File: src/rtl/serial_sub_pkg.sv
// Shared definitions for the bit-serial subtractor: controller state encodings
// and the legal operand width range.
package serial_sub_pkg;

   typedef enum logic [1:0] {
      ST_IDLE = 2'd0,
      ST_RUN  = 2'd1,
      ST_DONE = 2'd2
   } sub_state_e;

   localparam int WIDTH_MIN = 1;
   localparam int WIDTH_MAX = 32;

endpackage

File: src/rtl/full_sub_cell.sv
// One-bit full subtractor cell: two half subtractors chained, borrows ORed.
module full_sub_cell (
   input  logic a,
   input  logic b,
   input  logic bin,
   output logic d,
   output logic bout
);

   logic d_ab;
   logic bout_ab;
   logic bout_bin;

   half_sub u_hs_ab (
      .a    (a),
      .b    (b),
      .d    (d_ab),
      .bout (bout_ab)
   );

   half_sub u_hs_bin (
      .a    (d_ab),
      .b    (bin),
      .d    (d),
      .bout (bout_bin)
   );

   assign bout = bout_ab | bout_bin;

endmodule

File: src/rtl/half_sub.sv
// One-bit half subtractor: d = a - b, bout set when b exceeds a.
module half_sub (
   input  logic a,
   input  logic b,
   output logic d,
   output logic bout
);

   assign d    = a ^ b;
   assign bout = ~a & b;

endmodule

File: src/rtl/serial_sub_ctrl.sv
// Bit-serial WIDTH-bit subtractor: feeds one full_sub_cell LSB first over WIDTH
// cycles behind a start/ready/done handshake; diff and borrow_out are unsigned.
//
// Handshake: start is sampled only while ready=1 (IDLE); an accepted start
// captures a/b. done is a one-cycle pulse with diff/borrow_out already valid;
// results hold until a later operation completes. start outside IDLE is dropped.
module serial_sub_ctrl
   import serial_sub_pkg::*;
#(
   parameter int WIDTH = 8
) (
   input  logic             clk,
   input  logic             rst,
   input  logic             start,
   input  logic [WIDTH-1:0] a,
   input  logic [WIDTH-1:0] b,
   output logic             ready,
   output logic             busy,
   output logic             done,
   output logic [WIDTH-1:0] diff,
   output logic             borrow_out,
   output logic [1:0]       state_dbg
);

   localparam int CNT_W = $clog2(WIDTH) + 1;
   localparam logic [CNT_W-1:0] LAST_BIT = CNT_W'(WIDTH - 1);

   sub_state_e       state;
   logic [WIDTH-1:0] a_sr;
   logic [WIDTH-1:0] b_sr;
   logic [WIDTH-1:0] d_sr;
   logic [CNT_W-1:0] cnt;
   logic             bflop;
   logic             cell_d;
   logic             cell_bout;
   logic [WIDTH:0]   d_cat;
   logic [WIDTH-1:0] d_next;

   full_sub_cell u_cell (
      .a    (a_sr[0]),
      .b    (b_sr[0]),
      .bin  (bflop),
      .d    (cell_d),
      .bout (cell_bout)
   );

   // New difference bit enters at the MSB; written this way so WIDTH=1 needs no special case.
   assign d_cat     = {cell_d, d_sr};
   assign d_next    = d_cat[WIDTH:1];
   assign state_dbg = state;

   always_ff @(posedge clk or posedge rst) begin
      if (rst) begin
         state      <= ST_IDLE;
         a_sr       <= '0;
         b_sr       <= '0;
         d_sr       <= '0;
         cnt        <= '0;
         bflop      <= 1'b0;
         ready      <= 1'b1;
         busy       <= 1'b0;
         done       <= 1'b0;
         diff       <= '0;
         borrow_out <= 1'b0;
      end else begin
         case (state)
            ST_IDLE: begin
               done <= 1'b0;
               if (start) begin
                  a_sr  <= a;
                  b_sr  <= b;
                  d_sr  <= '0;
                  cnt   <= '0;
                  bflop <= 1'b0;
                  ready <= 1'b0;
                  busy  <= 1'b1;
                  state <= ST_RUN;
               end
            end
            ST_RUN: begin
               a_sr  <= a_sr >> 1;
               b_sr  <= b_sr >> 1;
               d_sr  <= d_next;
               bflop <= cell_bout;
               cnt   <= cnt + 1'b1;
               if (cnt == LAST_BIT) begin
                  diff       <= d_next;
                  borrow_out <= cell_bout;
                  busy       <= 1'b0;
                  done       <= 1'b1;
                  state      <= ST_DONE;
               end
            end
            ST_DONE: begin
               done  <= 1'b0;
               ready <= 1'b1;
               state <= ST_IDLE;
            end
            default: begin
               ready <= 1'b1;
               busy  <= 1'b0;
               done  <= 1'b0;
               state <= ST_IDLE;
            end
         endcase
      end
   end

endmodule

File: config.mk
export PLATFORM = sky130hd
export DESIGN_NAME = serial_sub_ctrl
export DESIGN_NICKNAME = d
export VERILOG_FILES = /design/src/rtl/serial_sub_pkg.sv /design/src/rtl/full_sub_cell.sv /design/src/rtl/half_sub.sv /design/src/rtl/serial_sub_ctrl.sv
export SDC_FILE = /design/constraint.sdc
export NUM_CORES = 1
export LEC_CHECK = 0
export ABC_AREA = 1
export BUFFER_PORTS_ARGS = -buffer_cell sky130_fd_sc_hd__buf_4
export CAP_MARGIN = 5
export CORE_UTILIZATION = 35
export CTS_BUF_LIST = sky130_fd_sc_hd__clkbuf_8
export CTS_CLUSTER_DIAMETER = 100
export DETAILED_ROUTE_END_ITERATION = 10
export PLACE_DENSITY_LB_ADDON = 0.12
export SYNTH_ARGS = -nofsm -noshare
export SYNTH_HDL_FRONTEND = slang
export SYNTH_HIERARCHICAL = 1
export SYNTH_SLANG_ARGS = --single-unit
File: constraint.sdc
create_clock -name clk -period 1.5 [get_ports clk]
set_clock_uncertainty 0.1 [all_clocks]
set_input_delay 0.3 -clock clk [delete_from_list [all_inputs] [get_ports clk]]
set_output_delay 0.3 -clock clk [all_outputs]
set_load 0.05 [all_outputs]
==> run metrics, run 1 <==
initial antenna violation count=0; post-synth top area share=50.3%; fin crit period=1.44 ns; Final Util=45.4%; max-cap violations=0; yosys warns=6; top cells by count, synth=nand2_1 (70), dfrtp_1 (41), inv_1 (27), nand3_1 (27), nor2_1 (17); required time of the critical path=1.10 ns; Hold Startpoint=b[7]; Max Slew Vio Count=0; syn avg cell area=8.76 um2; Finish-stage setup viols=0; hold slack=0.103 ns; Final Hold Violating Endpoints=0; CP Capture Type=primary output; Non-Filler Instances=347; Post-synth EDFFs=0; setup TNS=0 ns; crit-path max FO=8; io pins=33; area grow syn2layout=23.9%; clk slew on worst S/H paths=0.08 ns; critical path class=reg2out; Detailed Place HPWL=2870 um; Ant. Diodes=0; Port Buf Inserts=32; Syn Std Cell Area=2040 um2; Routed WL per cell=12.5 um; Power Dens Cells=2270 nW/um2; RePlAce Congestion=0.731; family with the most delay on the worst path=flip-flops; post-synth cell types=22; Peak Freq=696 MHz; fin crit share=95.8%; GRT overflow=0; number of CTS-inserted buffers=5; die area=6140 um2; Arr. time, crit path=1.04 ns; unrepaired setup endpoints after global routing=false; CTS tree=built; Gate Count Post-Synth=233; critical path launch point=state_dbg[0]; vias in the first global route=1580; status=finished, final reports clean; Post-DRT Antenna Nets=0; static leakage=0.00133 uW; core footprint=5570 um2; via count=1573; clock net sink count=42; Seq/Total Area, Yosys=51.6%; placed insts=337; layout cells sized above 1=29.5%; drt initial violations=48; H-tree Lvls=2; Core Rows=27; GRT Util Overall=16.2%; Skew-Pair Late Insertion Delay=0.30 ns; final WL=4330 um; VDD IR max=0.000736 V; Residual DRC=0; Synth Flop Type=dfrtp_1; most frequent cell after synthesis=nand2_1; CP max stage delay=0.50 ns; die width=78.4 um; initial core utilization=36.6%; Crit-path slowest cell=dfrtp_2; Cell Chain, Critical Path=buf_4; worst path buffer plus inverter count=1; flops & latches, synth=42; startpoint types=flip-flop; top post-synthesis cells by area=dfrtp_1 (50%), nand2_1 (13%), nand3_1 (6.6%); Worst Hold Class=in2reg; clock root buffer=clkbuf_8; largest net degree at the start of global routing=22; worst slew pin tran=0.399 ns; worst reg2reg startpoint=b_sr[0]; clk buf depth=2; chip height=78.4 um; NumNets Final=296; Syn Nets=255; Max transition margin=73.4%; Detailed Routing Iterations Pass 1=4; first-pass GRT wire length=7520 um; Post-synth ARST share=100%; vias per cell=4.53; Synth area leader=dfrtp_1; total power=5740 uW; # fillers=583
## cells in the final DEF, fill, tap and decap left out, drive strengths merged, types with 3 or more instances in the layout
cell type | synthesis | layout
nand3 | 27 | 27
clkbuf | 1 | 5
nor2 | 27 | 27
buf | 9 | 42
inv | 29 | 30
nand2 | 74 | 75
nand3b | 9 | 9
o21ai | 5 | 5
o22ai | 5 | 5
dfrtp | 41 | 41
ha | 3 | 3
## per-stage QoR
stage                     cell area (um2)  setup WS [ns]
after floorplan                      2040         0.0382
after global placement               2380          0.114
after detailed placement             2380         0.0997
after CTS                            2500         0.0494
after global routing                 2530        0.00526
final                                2530         0.0637
## registers in the layout, summed over array words and instances (netlist names)
register and flops:
a_sr 8, b_sr 8, diff 8, d_sr 7
cnt 4, state_dbg 2, bflop 1, borrow_out 1
busy 1, done 1, ready 1
## worst paths after layout
check,endpoint,slack [ns],cells after the start
worst min-delay path,b_sr[7],0.10,3
worst max register to register,d_sr[7],0.10,7
worst max-delay path,state_dbg[0],0.06,1
max in group asynchronous,cnt[2],0.33,4
worst min register to register,borrow_out,0.38,2
min in group asynchronous,b_sr[5],0.44,3
## cell type report
class | count | area, um2 | share of cell area (%)
Clock buffer | 5 | 68.8 | 2.72
Clock inverter | 3 | 41.3 | 1.63
Inverter | 29 | 109 | 4.30
Multi-Input combinational cell | 153 | 815 | 32.2
Sequential cell | 42 | 1050 | 41.7
Tap cell | 72 | 90.1 | 3.56
Timing Repair Buffer | 43 | 350 | 13.9
## cells by family after synthesis
logic type | Yosys count | share of synthesized area, %
AO/OA/AOI/OAI | 11 | 5.27
adder cells (fa/ha/maj) | 3 | 1.84
AND/OR/NAND/NOR | 138 | 31.5
buffers and inverters | 39 | 9.81
flip-flops | 42 | 51.6
## layer usage
metal | up-vias | share of wire, % | GRT usage (%)
met4 | 0 | 1.0 | 6.11
met3 | 4 | 3.0 | 3.95
li1 | 809 | - | -
met1 | 738 | 49 | 20.9
met5 | - | 0 | 0
met2 | 22 | 47 | 26.1
## power breakdown
part	switching [uW]	internal (uW)
registers	341	1660
logic	1820	1020
clock network	414	490
## timing repair
| action | CTS | global route |
|---|---|---|
| gates resized for setup | 0 | 5 |
| endpoints found under the hold margin | 7 | 0 |
| buffers inserted | 0 | 0 |
| hold buffers | 1 | 0 |
| setup endpoints to repair | 0 | 8 |
Note: power is estimated with default switching activity, not from simulation.
==> run 2, diff against run 1 <==
--- a/config.mk
+++ b/config.mk
@@ -12,7 +12,7 @@
 export CTS_BUF_LIST = sky130_fd_sc_hd__clkbuf_8
 export CTS_CLUSTER_DIAMETER = 100
 export DETAILED_ROUTE_END_ITERATION = 10
-export PLACE_DENSITY_LB_ADDON = 0.12
+export PLACE_DENSITY = 0.56
 export SYNTH_ARGS = -nofsm -noshare
 export SYNTH_HDL_FRONTEND = slang
 export SYNTH_HIERARCHICAL = 1
==> run metrics, run 2 (synthesis gave the netlist of run 1 again) <==
status=finished, final reports clean (unchanged); GRT overflow=0 (unchanged); DP Worst Slack=0.0998 ns (was 0.0997 ns); core footprint=5570 um2 (unchanged); initial antenna violation count=0 (unchanged); CTS-repair resized insts=0 (unchanged); via count=1540 (was 1573); Ant. Diodes=0 (unchanged); Crit-path slowest cell=dfrtp_2 (unchanged); VDD IR max=0.000747 V (was 0.000736 V); Core Rows=27 (unchanged); largest net degree at the start of global routing=43 (was 22); total power=5450 uW (was 5740 uW); fin crit share=95.5% (was 95.8%); Critical Path End=state_dbg[0] (unchanged); die area=6140 um2 (unchanged); CTS tree=built (unchanged); Skew-Pair Late Insertion Delay=0.29 ns (was 0.30 ns); critical path launch point=state_dbg[0] (unchanged); vias in the first global route=1450 (was 1580); vias per cell=4.46 (was 4.53); RePlAce Congestion=0.696 (was 0.731); fin crit period=1.43 ns (was 1.44 ns); Finish-stage setup viols=0 (unchanged); clock root buffer=clkbuf_8 (unchanged); most frequent cells in the layout=nand2_1 (70), buf_4 (40), dfrtp_1 (39), inv_1 (28), nand3_1 (27) (was nand2_1 (70), buf_4 (40), dfrtp_1 (39), inv_1 (27), nand3_1 (27)); CP max stage delay=0.50 ns (about the same); max-cap violations=0 (unchanged); NumNets Final=294 (was 296); Residual DRC=0 (unchanged); Final Util=44.2% (was 45.4%); worst slew pin tran=0.346 ns (was 0.399 ns); Final Hold Violating Endpoints=0 (unchanged); Arr. time, crit path=1.03 ns (was 1.04 ns); crit-path max FO=8 (unchanged); Max Slew Vio Count=0 (unchanged); Max transition margin=76.9% (was 73.4%); largest registers=a_sr x8, b_sr x8, diff x8 (unchanged); Detailed Routing Iterations Pass 1=4 (unchanged); FF-to-FF End=d_sr[7] (unchanged); Cell Chain, Critical Path=buf_4 (unchanged); Worst R2R Setup Slack=0.11 ns (was 0.10 ns); Power Dens Cells=2210 nW/um2 (was 2270 nW/um2); clk slew on worst S/H paths=0.08 ns (about the same); Detailed Place HPWL=2680 um (was 2870 um); clk buf depth=2 (unchanged); startpoint types=flip-flop (unchanged); worst reg2reg path depth=7 (unchanged); drt initial violations=74 (was 48); CP Capture Type=primary output (unchanged); Post-DRT Antenna Nets=0 (unchanged); unrepaired setup endpoints after global routing=false (unchanged); number of CTS-inserted buffers=5 (unchanged); worst reg2reg startpoint=b_sr[0] (unchanged); die width=78.4 um (unchanged); Routed WL per cell=11.2 um (was 12.5 um); initial core utilization=36.6% (unchanged); worst path buffer plus inverter count=1 (unchanged); Final WS setup=0.0668 ns (was 0.0637 ns); area grow syn2layout=20.7% (was 23.9%); GRT Util Overall=14.1% (was 16.2%); chip height=78.4 um (unchanged); final WL=3860 um (was 4330 um); clock net sink count=42 (unchanged); critical path class=reg2out (unchanged); first-pass GRT wire length=6740 um (was 7520 um); family with the most delay on the worst path=flip-flops (unchanged); required time of the critical path=1.10 ns (about the same); CP Depth=1 (unchanged); commonest non-fill, non-tap cell in the layout=nand2_1 (unchanged); static leakage=0.00132 uW (was 0.00133 uW); io pins=33 (unchanged); Peak Freq=698 MHz (was 696 MHz); Port Buf Inserts=32 (unchanged); H-tree Lvls=2 (unchanged); setup TNS=0 ns (unchanged); # fillers=577 (was 583); layout cells sized above 1=27.8% (was 29.5%); Worst Hold Class=in2reg (unchanged)
-- run 2: through the flow --
stage / cells / area [um2] / hold WS, ns
global route: 345 / 2460 / 0.107
global placement: 336 / 2360 / 0.288
finish: 345 / 2460 / 0.113
detailed placement: 336 / 2360 / 0.293
floorplan: 233 / 2040 / 0.320
CTS: 345 / 2460 / 0.110
-- run 2: worst min-delay path by stage --
stage | startpoint | to | cells past startpoint
floorplan | b[0] | b_sr[0] | 2
global placement | rst | b_sr[6] | 3
detailed placement | rst | b_sr[6] | 3
CTS | a[7] | a_sr[7] | 3
global route | a[7] | a_sr[7] | 3
finish | a[7] | a_sr[7] | 3
-- run 2: layout make-up --
type,count,area (um2),area share [%]
Inverter,29,109,4.42
Timing Repair Buffer,42,330,13.4
Multi-Input combinational cell,152,788,32.0
Tap cell,72,90.1,3.66
Sequential cell,42,1050,42.8
Clock inverter,2,8.76,0.356
Clock buffer,6,82.6,3.35
-- run 2: timing repair --
item | CTS | global route
setup endpoints to repair | 0 | 1
endpoints found under the hold margin | 41 | 0
hold buffers | 1 | 0
buffers inserted | 0 | 0
-- run 2: metal layers --
metal | GRT usage (%) | vias to the layer above | part of all wire, %
li1 | - | 801 | -
met1 | 20.1 | 706 | 51
met2 | 20.9 | 27 | 44
met3 | 3.37 | 6 | 4.3
met4 | 5.00 | 0 | 1.4
met5 | 0 | - | 0
-- run 2: power breakdown --
part	internal, uW	switching, uW	total [uW]
sequential	1660	334	2000
combinational	959	1750	2710
clock	365	380	745
==> run 3, diff against run 2 <==
--- a/config.mk
+++ b/config.mk
@@ -8,11 +8,13 @@
 export ABC_AREA = 1
 export BUFFER_PORTS_ARGS = -buffer_cell sky130_fd_sc_hd__buf_4
 export CAP_MARGIN = 5
+export CORE_MARGIN = 4
 export CORE_UTILIZATION = 35
 export CTS_BUF_LIST = sky130_fd_sc_hd__clkbuf_8
 export CTS_CLUSTER_DIAMETER = 100
 export DETAILED_ROUTE_END_ITERATION = 10
 export PLACE_DENSITY = 0.56
+export REMOVE_ABC_BUFFERS = 1
 export SYNTH_ARGS = -nofsm -noshare
 export SYNTH_HDL_FRONTEND = slang
 export SYNTH_HIERARCHICAL = 1
==> run metrics, run 3 (synthesis gave the netlist of run 1 again) <==
Detailed Routing Iterations Pass 1=4 (unchanged); Peak Freq=694 MHz (was 698 MHz); Detailed Place HPWL=2900 um (was 2680 um); io pins=33 (unchanged); Arr. time, crit path=1.04 ns (was 1.03 ns); static leakage=0.00133 uW (was 0.00132 uW); Final Util=45.0% (was 44.2%); hold slack=0.105 ns (was 0.113 ns); die area=7120 um2 (was 6140 um2); commonest non-fill, non-tap cell in the layout=nand2_1 (unchanged); Routed WL per cell=12.1 um (was 11.2 um); # fillers=593 (was 577); clk buf depth=2 (unchanged); Cell Chain, Critical Path=buf_4, buf_4 (was buf_4); Worst Hold Class=in2reg (unchanged); RePlAce Congestion=0.771 (was 0.696); required time of the critical path=1.10 ns (about the same); most frequent cells in the layout=nand2_1 (71), buf_4 (44), dfrtp_1 (40), inv_1 (27), nand3_1 (27) (was nand2_1 (70), buf_4 (40), dfrtp_1 (39), inv_1 (28), nand3_1 (27)); Residual DRC=0 (unchanged); H-tree Lvls=2 (unchanged); Port Buf Inserts=32 (unchanged); final WL=4230 um (was 3860 um); number of CTS-inserted buffers=5 (unchanged); placed insts=339 (was 336); Crit-path slowest cell=dfrtp_2 (unchanged); CP max stage delay=0.41 ns (was 0.50 ns); startpoint types=flip-flop (unchanged); critical path class=reg2out (unchanged); clock root buffer=clkbuf_8 (unchanged); crit-path most repeated cell=buf_4; Max transition margin=75.8% (was 76.9%); Power Dens Cells=2220 nW/um2 (was 2210 nW/um2); crit-path max FO=4 (was 8); footprint of the multi-input gates=800 um2 (was 788 um2); clock net sink count=42 (unchanged); drt initial violations=71 (was 74); VDD IR max=0.000928 V (was 0.000747 V); first-pass GRT wire length=7160 um (was 6740 um); vias per cell=4.49 (was 4.46); Post-DRT Antenna Nets=0 (unchanged); Final Hold Violating Endpoints=0 (unchanged); die width=84.4 um (was 78.4 um); fin crit period=1.44 ns (was 1.43 ns); Core Rows=27 (unchanged); largest net degree at the start of global routing=43 (unchanged); max-cap violations=0 (unchanged); worst slew pin tran=0.363 ns (was 0.346 ns); Max Slew Vio Count=0 (unchanged); initial antenna violation count=0 (unchanged); layout cells sized above 1=29.1% (was 27.8%); Finish-stage setup viols=0 (unchanged); largest registers=a_sr x8, b_sr x8, diff x8 (unchanged); clk slew on worst S/H paths=0.08 ns (about the same); fin crit share=96.1% (was 95.5%); via count=1572 (was 1540); vias in the first global route=1534 (was 1450); unrepaired setup endpoints after global routing=false (unchanged); GRT overflow=0 (unchanged); area grow syn2layout=22.9% (was 20.7%); CTS tree=built (unchanged); GRT Util Overall=12.4% (was 14.1%); NumNets Final=299 (was 294); Non-Filler Instances=350 (was 345); Ant. Diodes=0 (unchanged); CP Capture Type=primary output (unchanged); chip height=84.4 um (was 78.4 um); Reg area=1050 um2 (about the same); Skew-Pair Late Insertion Delay=0.29 ns (about the same); initial core utilization=36.6% (unchanged); core footprint=5570 um2 (unchanged); status=finished, final reports clean (unchanged)
==> run 3: cell types whose count changed in the layout (fill, tap and decap cells not counted), sizes merged <==
cell	delta
nand2	+1
inv	-1
buf	+4
clkinvlp	+1
==> run 3: worst paths after layout <==
path	depth (start not counted)	endpoint	slack, ns	start
worst max-delay path	2	state_dbg[0]	0.06	state_dbg[0]
worst min-delay path	3	b_sr[7]	0.11	b[7]
worst max register to register	8	d_sr[7]	0.09	a_sr[0]
worst min register to register	2	borrow_out	0.38	borrow_out
max in group asynchronous	4	ready	0.51	rst
min in group asynchronous	4	borrow_out	0.53	rst
==> run 3: area by class of cell <==
| cell class | count | share of cell area, % |
|---|---|---|
| Clock buffer | 6 | 3.29 |
| Clock inverter | 2 | 0.499 |
| Inverter | 29 | 4.34 |
| Multi-Input combinational cell | 153 | 31.9 |
| Sequential cell | 42 | 42.0 |
| Tap cell | 72 | 3.59 |
| Timing Repair Buffer | 46 | 14.4 |
==> run 3: layer usage <==
layer / global-route usage [%] / vias up / share of wire (%)
met5: 0 / - / 0
met4: 3.88 / 0 / 1.2
met3: 3.04 / 7 / 5.7
met2: 19.9 / 35 / 45
met1: 16.5 / 719 / 48
li1: - / 811 / -
==> run 3: metrics by stage <==
stage / worst slack [ns] / area [um2] / TNS, ns / power (uW)
2_1_floorplan: -0.289 / 1950 / -7.40 / 3940
3_3_place_gp: 0.117 / 2380 / 0 / 4780
3_5_place_dp: 0.0910 / 2380 / 0 / 4830
4_1_cts: 0.0398 / 2500 / 0 / 5650
5_1_grt: 0.00389 / 2510 / 0 / 6070
6_report: 0.0583 / 2510 / 0 / 5580
==> run 3: report_power, final <==
part           switching [uW]  leakage, uW  internal [uW]
sequential                312     0.000518           1660
combinational            1820     0.000767           1020
clock                     395    0.0000472            370
==> run 3: timing repair <==
| item | CTS | global route |
|---|---|---|
| gates resized for setup | 1 | 2 |
| pin swaps | 0 | 1 |
| endpoints found under the hold margin | 41 | 0 |
| hold buffers | 1 | 0 |
| gates cloned | 0 | 1 |
| setup endpoints to repair | 1 | 9 |
| setup buffers | 1 | 0 |
==> run 3: critical path, delay by kind of cell (launching register included) <==
kind                   cells  cell delay, ns
flip-flops                 1            0.41
buffers and inverters      2            0.34
